`src/rtl/dmem_rdback_wrapper_pkg.sv`:
```
// Shared constants and helpers for the data-memory read-back path.
//   DMEM_DATA_W : data RAM word width
//   RF_ADDR_W   : register file index width
//   DELAY_W     : per-load writeback delay field width
//   MAX_DELAY   : largest legal delay (0 = direct, 2 = indirect via sprf)
package dmem_rdback_wrapper_pkg;

    localparam int unsigned DMEM_DATA_W = 16;
    localparam int unsigned RF_ADDR_W   = 5;
    localparam int unsigned DELAY_W     = 2;
    localparam int unsigned MAX_DELAY   = 2;

    // Cycles (ignoring stalls) until an entry sitting in stage `stage` writes back.
    function automatic int cycles_to_retire(input int dly, input int stage);
        return 1 + dly - stage;
    endfunction

    // Cycles (ignoring stalls) from issue to writeback for a new load.
    function automatic int issue_latency(input int dly);
        return 2 + dly;
    endfunction

endpackage

```
`src/rtl/dmem_rdback_wrapper_rdb_stage.sv`:
```
// One read-back pipeline register {valid, dst, delay, data}.
// Loads its input when adv=1, holds otherwise.
// Ports:
//   clk, reset_b          : clock, async active-low reset
//   adv                   : advance enable (global core enable)
//   in_valid/dst/dly/data : entry from the previous stage
//   out_valid/dst/dly/data: registered entry
module dmem_rdback_wrapper_rdb_stage #(
    parameter int unsigned DATA_W = 16,
    parameter int unsigned RF_AW  = 5,
    parameter int unsigned DLY_W  = 2
) (
    input  logic              clk,
    input  logic              reset_b,
    input  logic              adv,
    input  logic              in_valid,
    input  logic [RF_AW-1:0]  in_dst,
    input  logic [DLY_W-1:0]  in_dly,
    input  logic [DATA_W-1:0] in_data,
    output logic              out_valid,
    output logic [RF_AW-1:0]  out_dst,
    output logic [DLY_W-1:0]  out_dly,
    output logic [DATA_W-1:0] out_data
);

    logic              valid_q;
    logic [RF_AW-1:0]  dst_q;
    logic [DLY_W-1:0]  dly_q;
    logic [DATA_W-1:0] data_q;

    always_ff @(posedge clk or negedge reset_b) begin
        if (!reset_b) begin
            valid_q <= 1'b0;
            dst_q   <= '0;
            dly_q   <= '0;
            data_q  <= '0;
        end else if (adv) begin
            valid_q <= in_valid;
            dst_q   <= in_dst;
            dly_q   <= in_dly;
            data_q  <= in_data;
        end
    end

    assign out_valid = valid_q;
    assign out_dst   = dst_q;
    assign out_dly   = dly_q;
    assign out_data  = data_q;

endmodule

```
`src/rtl/dmem_rdback_wrapper.sv`:
```
// Data RAM read-back path toward gprf/sprf. Tracks each load issued by the
// decoder, captures the RAM word one cycle after issue, delays it by the
// load's delay field and writes it back on a single port.
// Ports:
//   clk, reset_b          : clock, async active-low reset
//   t_cs                  : global core enable, 0 freezes the pipeline
//   ipt_dec_to_rdb_*      : load issue (active-low strobe, dst register, delay)
//   ipt_dram_to_rdb_data  : RAM read word, valid the cycle after issue
//   opt_rdb_to_rf_*       : writeback strobe, register index, data
//   opt_rdb_hazard        : combinational, an issue now would collide
//   opt_rdb_err           : sticky, a colliding or illegal issue was dropped
module dmem_rdback_wrapper
    import dmem_rdback_wrapper_pkg::*;
#(
    parameter int unsigned DATA_W  = DMEM_DATA_W,
    parameter int unsigned RF_AW   = RF_ADDR_W,
    parameter int unsigned DLY_W   = DELAY_W,
    parameter int unsigned MAX_DLY = MAX_DELAY
) (
    input  logic              clk,
    input  logic              reset_b,
    input  logic              t_cs,
    input  logic              ipt_dec_to_rdb_en_b,
    input  logic [RF_AW-1:0]  ipt_dec_to_rdb_dst,
    input  logic [DLY_W-1:0]  ipt_dec_to_rdb_delay,
    input  logic [DATA_W-1:0] ipt_dram_to_rdb_data,
    output logic              opt_rdb_to_rf_we,
    output logic [RF_AW-1:0]  opt_rdb_to_rf_addr,
    output logic [DATA_W-1:0] opt_rdb_to_rf_data,
    output logic              opt_rdb_hazard,
    output logic              opt_rdb_err
);

    // S0 plus S1..S(MAX_DLY+1)
    localparam int NS = int'(MAX_DLY) + 2;

    logic              s0_valid_q;
    logic [RF_AW-1:0]  s0_dst_q;
    logic [DLY_W-1:0]  s0_dly_q;
    logic [DATA_W-1:0] skid_q;
    logic              cap_done_q;
    logic              err_q;

    logic [NS-1:0]     st_valid;
    logic [RF_AW-1:0]  st_dst  [NS];
    logic [DLY_W-1:0]  st_dly  [NS];
    logic [DATA_W-1:0] st_data [NS];
    logic [NS-1:0]     retire;

    logic issue, dly_ok, accept, drop, hazard;

    assign issue  = !ipt_dec_to_rdb_en_b;
    assign dly_ok = 32'(ipt_dec_to_rdb_delay) <= MAX_DLY;
    assign accept = t_cs && issue && !hazard && dly_ok;
    assign drop   = t_cs && issue && (hazard || !dly_ok);

    // A new load collides when it would retire in the same cycle as an in-flight one.
    always_comb begin
        hazard = 1'b0;
        if (issue) begin
            for (int k = 0; k < NS; k++) begin
                if (st_valid[k] &&
                    cycles_to_retire(int'(st_dly[k]), k) ==
                    issue_latency(int'(ipt_dec_to_rdb_delay))) begin
                    hazard = 1'b1;
                end
            end
        end
    end

    always_ff @(posedge clk or negedge reset_b) begin
        if (!reset_b) begin
            s0_valid_q <= 1'b0;
            s0_dst_q   <= '0;
            s0_dly_q   <= '0;
            skid_q     <= '0;
            cap_done_q <= 1'b0;
            err_q      <= 1'b0;
        end else begin
            // RAM word is only present in the first cycle S0 holds the entry, so it is
            // captured regardless of t_cs and then held until the entry advances.
            if (s0_valid_q && !cap_done_q) begin
                skid_q <= ipt_dram_to_rdb_data;
            end
            if (t_cs) begin
                s0_valid_q <= accept;
                cap_done_q <= 1'b0;
                if (accept) begin
                    s0_dst_q <= ipt_dec_to_rdb_dst;
                    s0_dly_q <= ipt_dec_to_rdb_delay;
                end
            end else if (s0_valid_q) begin
                cap_done_q <= 1'b1;
            end
            if (drop) begin
                err_q <= 1'b1;
            end
        end
    end

    assign st_valid[0] = s0_valid_q;
    assign st_dst[0]   = s0_dst_q;
    assign st_dly[0]   = s0_dly_q;
    assign st_data[0]  = cap_done_q ? skid_q : ipt_dram_to_rdb_data;
    assign retire[0]   = 1'b0;

    for (genvar k = 1; k < NS; k++) begin : g_stage
        // Stage k holds entries that retire here when delay == k-1.
        assign retire[k] = st_valid[k] && (st_dly[k] == DLY_W'(k - 1));

        dmem_rdback_wrapper_rdb_stage #(
            .DATA_W (DATA_W),
            .RF_AW  (RF_AW),
            .DLY_W  (DLY_W)
        ) u_stage (
            .clk       (clk),
            .reset_b   (reset_b),
            .adv       (t_cs),
            .in_valid  (st_valid[k-1] && !retire[k-1]),
            .in_dst    (st_dst[k-1]),
            .in_dly    (st_dly[k-1]),
            .in_data   (st_data[k-1]),
            .out_valid (st_valid[k]),
            .out_dst   (st_dst[k]),
            .out_dly   (st_dly[k]),
            .out_data  (st_data[k])
        );
    end

    always_comb begin
        opt_rdb_to_rf_we   = 1'b0;
        opt_rdb_to_rf_addr = '0;
        opt_rdb_to_rf_data = '0;
        for (int k = 1; k < NS; k++) begin
            if (t_cs && retire[k]) begin
                opt_rdb_to_rf_we   = 1'b1;
                opt_rdb_to_rf_addr = st_dst[k];
                opt_rdb_to_rf_data = st_data[k];
            end
        end
    end

    assign opt_rdb_hazard = hazard;
    assign opt_rdb_err    = err_q;

endmodule

```
`config.mk`:
```
export PLATFORM = sky130hd
export DESIGN_NAME = dmem_rdback_wrapper
export DESIGN_NICKNAME = d
export VERILOG_FILES = /design/src/rtl/dmem_rdback_wrapper_pkg.sv /design/src/rtl/dmem_rdback_wrapper_rdb_stage.sv /design/src/rtl/dmem_rdback_wrapper.sv
export SDC_FILE = /design/constraint.sdc
export NUM_CORES = 1
export LEC_CHECK = 0
export ABC_CLOCK_PERIOD_IN_PS = 2750
export BUFFER_PORTS_ARGS = -buffer_cell sky130_fd_sc_hd__clkbuf_2
export CORE_MARGIN = 2
export CORE_UTILIZATION = 35
export DETAILED_ROUTE_END_ITERATION = 10
export GPL_TIMING_DRIVEN = 0
export MAX_ROUTING_LAYER = met4
export PLACE_DENSITY_LB_ADDON = 0.15
export SYNTH_ARGS = -nofsm -noshare
export SYNTH_HDL_FRONTEND = slang
export SYNTH_SLANG_ARGS = --single-unit
```
`constraint.sdc`:
```
create_clock -name clk -period 2.75 [get_ports clk]
set_input_delay 0.275 -clock clk [delete_from_list [all_inputs] [get_ports clk]]
set_output_delay 0.275 -clock clk [all_outputs]
set_load 0.05 [all_outputs]
```
==> results_dict.tcl <==
set metrics [dict create \
    worstMarginPinSlew_ns 0.704 \
    end_kind "output port" \
    wl_per_cell_microns 16.1 \
    clock-sinks 98 \
    synth_edf_count 0 \
    worstPathArrival_ns 2.33 \
    grt_pass1_vias 3093 \
    synth_top_area_share_pct 56.2 \
    grt_util_all_layers_pct 15.9 \
    layout_setup_ws_ns 0.144 \
    die_h_microns 116 \
    hold_path.class "in -> reg" \
    ys_warn_count 0 \
    relSlewSlack_pct 53.1 \
    fin_cells 589 \
    slowest_delay_ns 0.41 \
    yosysSeqAreaShare_pct 56.2 \
    num_vias 2927 \
    synthCells 356 \
    final_util_pct 42.5 \
    maxCapViolations 0 \
    path_cells "ha_1 -> and3_1 -> nor2_1 -> buf_2 -> a22oi_1 -> a21oi_1 -> buf_2" \
    drt_iter0_markers 109 \
    async_flop_share_pct 100 \
    synth-main-ff-cell "dfrtp_1" \
    antenna_found_initial 0 \
    dpl_worst_slack_ns 0.241 \
    rows 40 \
    cts.clk_slew.worst_paths_ns 0.06 \
    rsz0062_at_grt "no" \
    timing.fmax_mhz 384 \
    antenna_cells 0 \
    synth-seq-cells 98 \
    yosysTopAreaCell "dfrtp_1" \
    hold_viol_final 0 \
    first_pass_iters 4 \
    grt_max_degree 62 \
    synth.most_common_cell "dfrtp_1" \
    grt_first_pass_wirelength_microns 15600 \
    power_mw 4.30 \
    insertion_delay_ns 0.34 \
    h-tree-depth 3 \
    gr-total-overflow 0 \
    num-nets-final 448 \
    io_pins 51 \
    die_w_microns 116 \
    cp_max_fo 10 \
    skew_ns 0.00777 \
    timing.final.crit_period_ns 2.61 \
    ir_worst_vdd_v 0.000557 \
    drt_wl_total_microns 9480 \
    die_area_sq_mm 0.0134 \
    routed_via_density 4.97 \
    place_inst 573 \
    ys_top_cells_by_area "dfrtp_1, mux2_2, a21oi_1, nor2_1, mux2i_1" \
    post-route-period-util_pct 94.8 \
    synth.avg_cell_area_sq_um 12.3 \
    path_common_cell "buf_2" \
    drc 0 \
    synthToLayoutAreaGrowth_pct 18.0 \
    synth_nets 387 \
    critPathKind "reg -> out" \
    place_congestion 0.756 \
    synth_cell_types 31 \
    run_status "complete, no violations" \
    timing.final.max_slew_violations 0 \
    cp-start-kind "flip-flop" \
    start_util_pct 36.0 \
    post_dp_cell_area_sq_mm 0.00484 \
    hold_ws_ns 0.165 \
    core_sq_mm 0.0121 \
    critPathSlowestCell "dfrtp_1" \
    cts_tree "yes" \
    syn_area_sq_mm 0.00436 \
    io_buffers 48 \
    power_density_mw_per_mm2 835 \
    dp_hpwl_microns 6650 \
    synth_common_cells "dfrtp_1, mux2_2, nor2_1" \
    ctsRootBufferMaster "clkbuf_16" \
    fillers 1200 \
    setup_viol_count_final 0 \
    leakagePower_nw 2.19 \
    drive_gt1_share_pct 35.4 \
    clockBufferDepth 2 \
    ant_nets 0 \
    design_area_sq_mm 0.00515 \
    cts_made_buffers 9 \
    crit_required_ns 2.48 \
    fin_setup_tns_ns 0 \
]
-- where the power goes --
group / switching, mW / internal (mW)
sequential: 0.258 / 1.84
combinational: 0.507 / 0.464
clock: 0.503 / 0.722
total: 1.27 / 3.03
-- critical path, delay by kind of cell, from the launching register on --
kind | cells | cell delay (ns)
simple gates | 2 | 0.40
buf+inv | 2 | 0.60
fa+ha+maj | 1 | 0.23
compound gates | 2 | 0.35
flops | 1 | 0.41
-- registers in the layout (all words and copies together) (netlist names) --
| name | count |
|---|---|
| g_stage.u_stage.out_dst | 15 |
| skid_q | 16 |
| g_stage.u_stage.out_valid | 3 |
| s0_valid_q | 1 |
| opt_rdb_err | 1 |
| g_stage.u_stage.out_dly | 6 |
| cap_done_q | 1 |
| g_stage.u_stage.out_data | 48 |
| s0_dly_q | 2 |
| s0_dst_q | 5 |
-- placed cells by master, fill, tap and decap left out --
cell type      instances
a211oi_1               1
mux2i_1               16
a21oi_2                1
nand3b_1               1
nand2b_1               2
and3_1                 1
buf_1                  1
clkbuf_4               3
nand3_1                5
xnor2_1                3
ha_1                   4
a21o_2                 1
a21oi_1               37
o21ai_0                3
clkbuf_8               1
clkbuf_2              46
buf_16                 1
a22oi_1               21
nor2_1                45
o2bb2ai_1              1
o22ai_2                1
nand2_1                4
nand4_1                1
o21bai_1               1
clkinv_2               2
clkbuf_1              18
dlygate4sd3_1          1
inv_1                  5
buf_2                  5
clkbuf_16              9
bufinv_16              1
o21ai_1                1
mux2_2                75
a2111oi_4              1
nand4b_1               1
and3b_2                1
buf_4                  1
xor2_1                 1
dfrtp_1               98
-- timing repair --
| action | 4_1_cts | 5_1_grt |
|---|---|---|
| hold buffers | 1 | 0 |
| gates cloned | 0 | 0 |
| setup endpoints to repair | 20 | 5 |
| gates resized for setup | 4 | 7 |
| hold endpoints to repair | 37 | 0 |
| buffers inserted | 0 | 0 |
-- layout make-up --
class	instances	area [sq um]	area share (%)
clock buffer	12	246	4.79
inverter	5	18.8	0.365
tap	168	210	4.08
sequential	98	2450	47.6
clock inverter	3	40.0	0.778
buffer	24	104	2.02
multi-input combinational	229	1790	34.8
timing repair buffer	50	283	5.49
-- final timing paths --
kind | start | depth (start not counted) | endpoint | slack [ns]
worst max-delay path | g_stage[2].u_stage.out_dly[0] | 7 | opt_rdb_to_rf_data[15] | 0.14
worst min-delay path | ipt_dec_to_rdb_dst[1] | 2 | s0_dst_q[1] | 0.16
worst max register to register | s0_dly_q[0] | 6 | s0_dly_q[1] | 0.42
worst min register to register | opt_rdb_err | 1 | opt_rdb_err | 0.47
max in group asynchronous | reset_b | 3 | g_stage[2].u_stage.out_data[3] | 1.57
min in group asynchronous | reset_b | 2 | s0_dst_q[1] | 0.49
-- layer usage --
layer,up-vias,routed length (microns),GRT usage [%]
met1,1485,4500,19.8
met4,0,119,5.48
li1,1396,-,-
met5,-,0,-
met3,9,301,3.45
met2,37,4560,25.8
-- kinds of logic after synthesis --
family	share of synthesized area, %
AO/OA/AOI/OAI	10.2
multiplexers	23.0
AND/OR/NAND/NOR	5.97
adder cells (fa/ha/maj)	1.15
flip-flops	56.2
XOR/XNOR	0.803
buffers and inverters	2.64
Power figures use the tool's default switching activity.
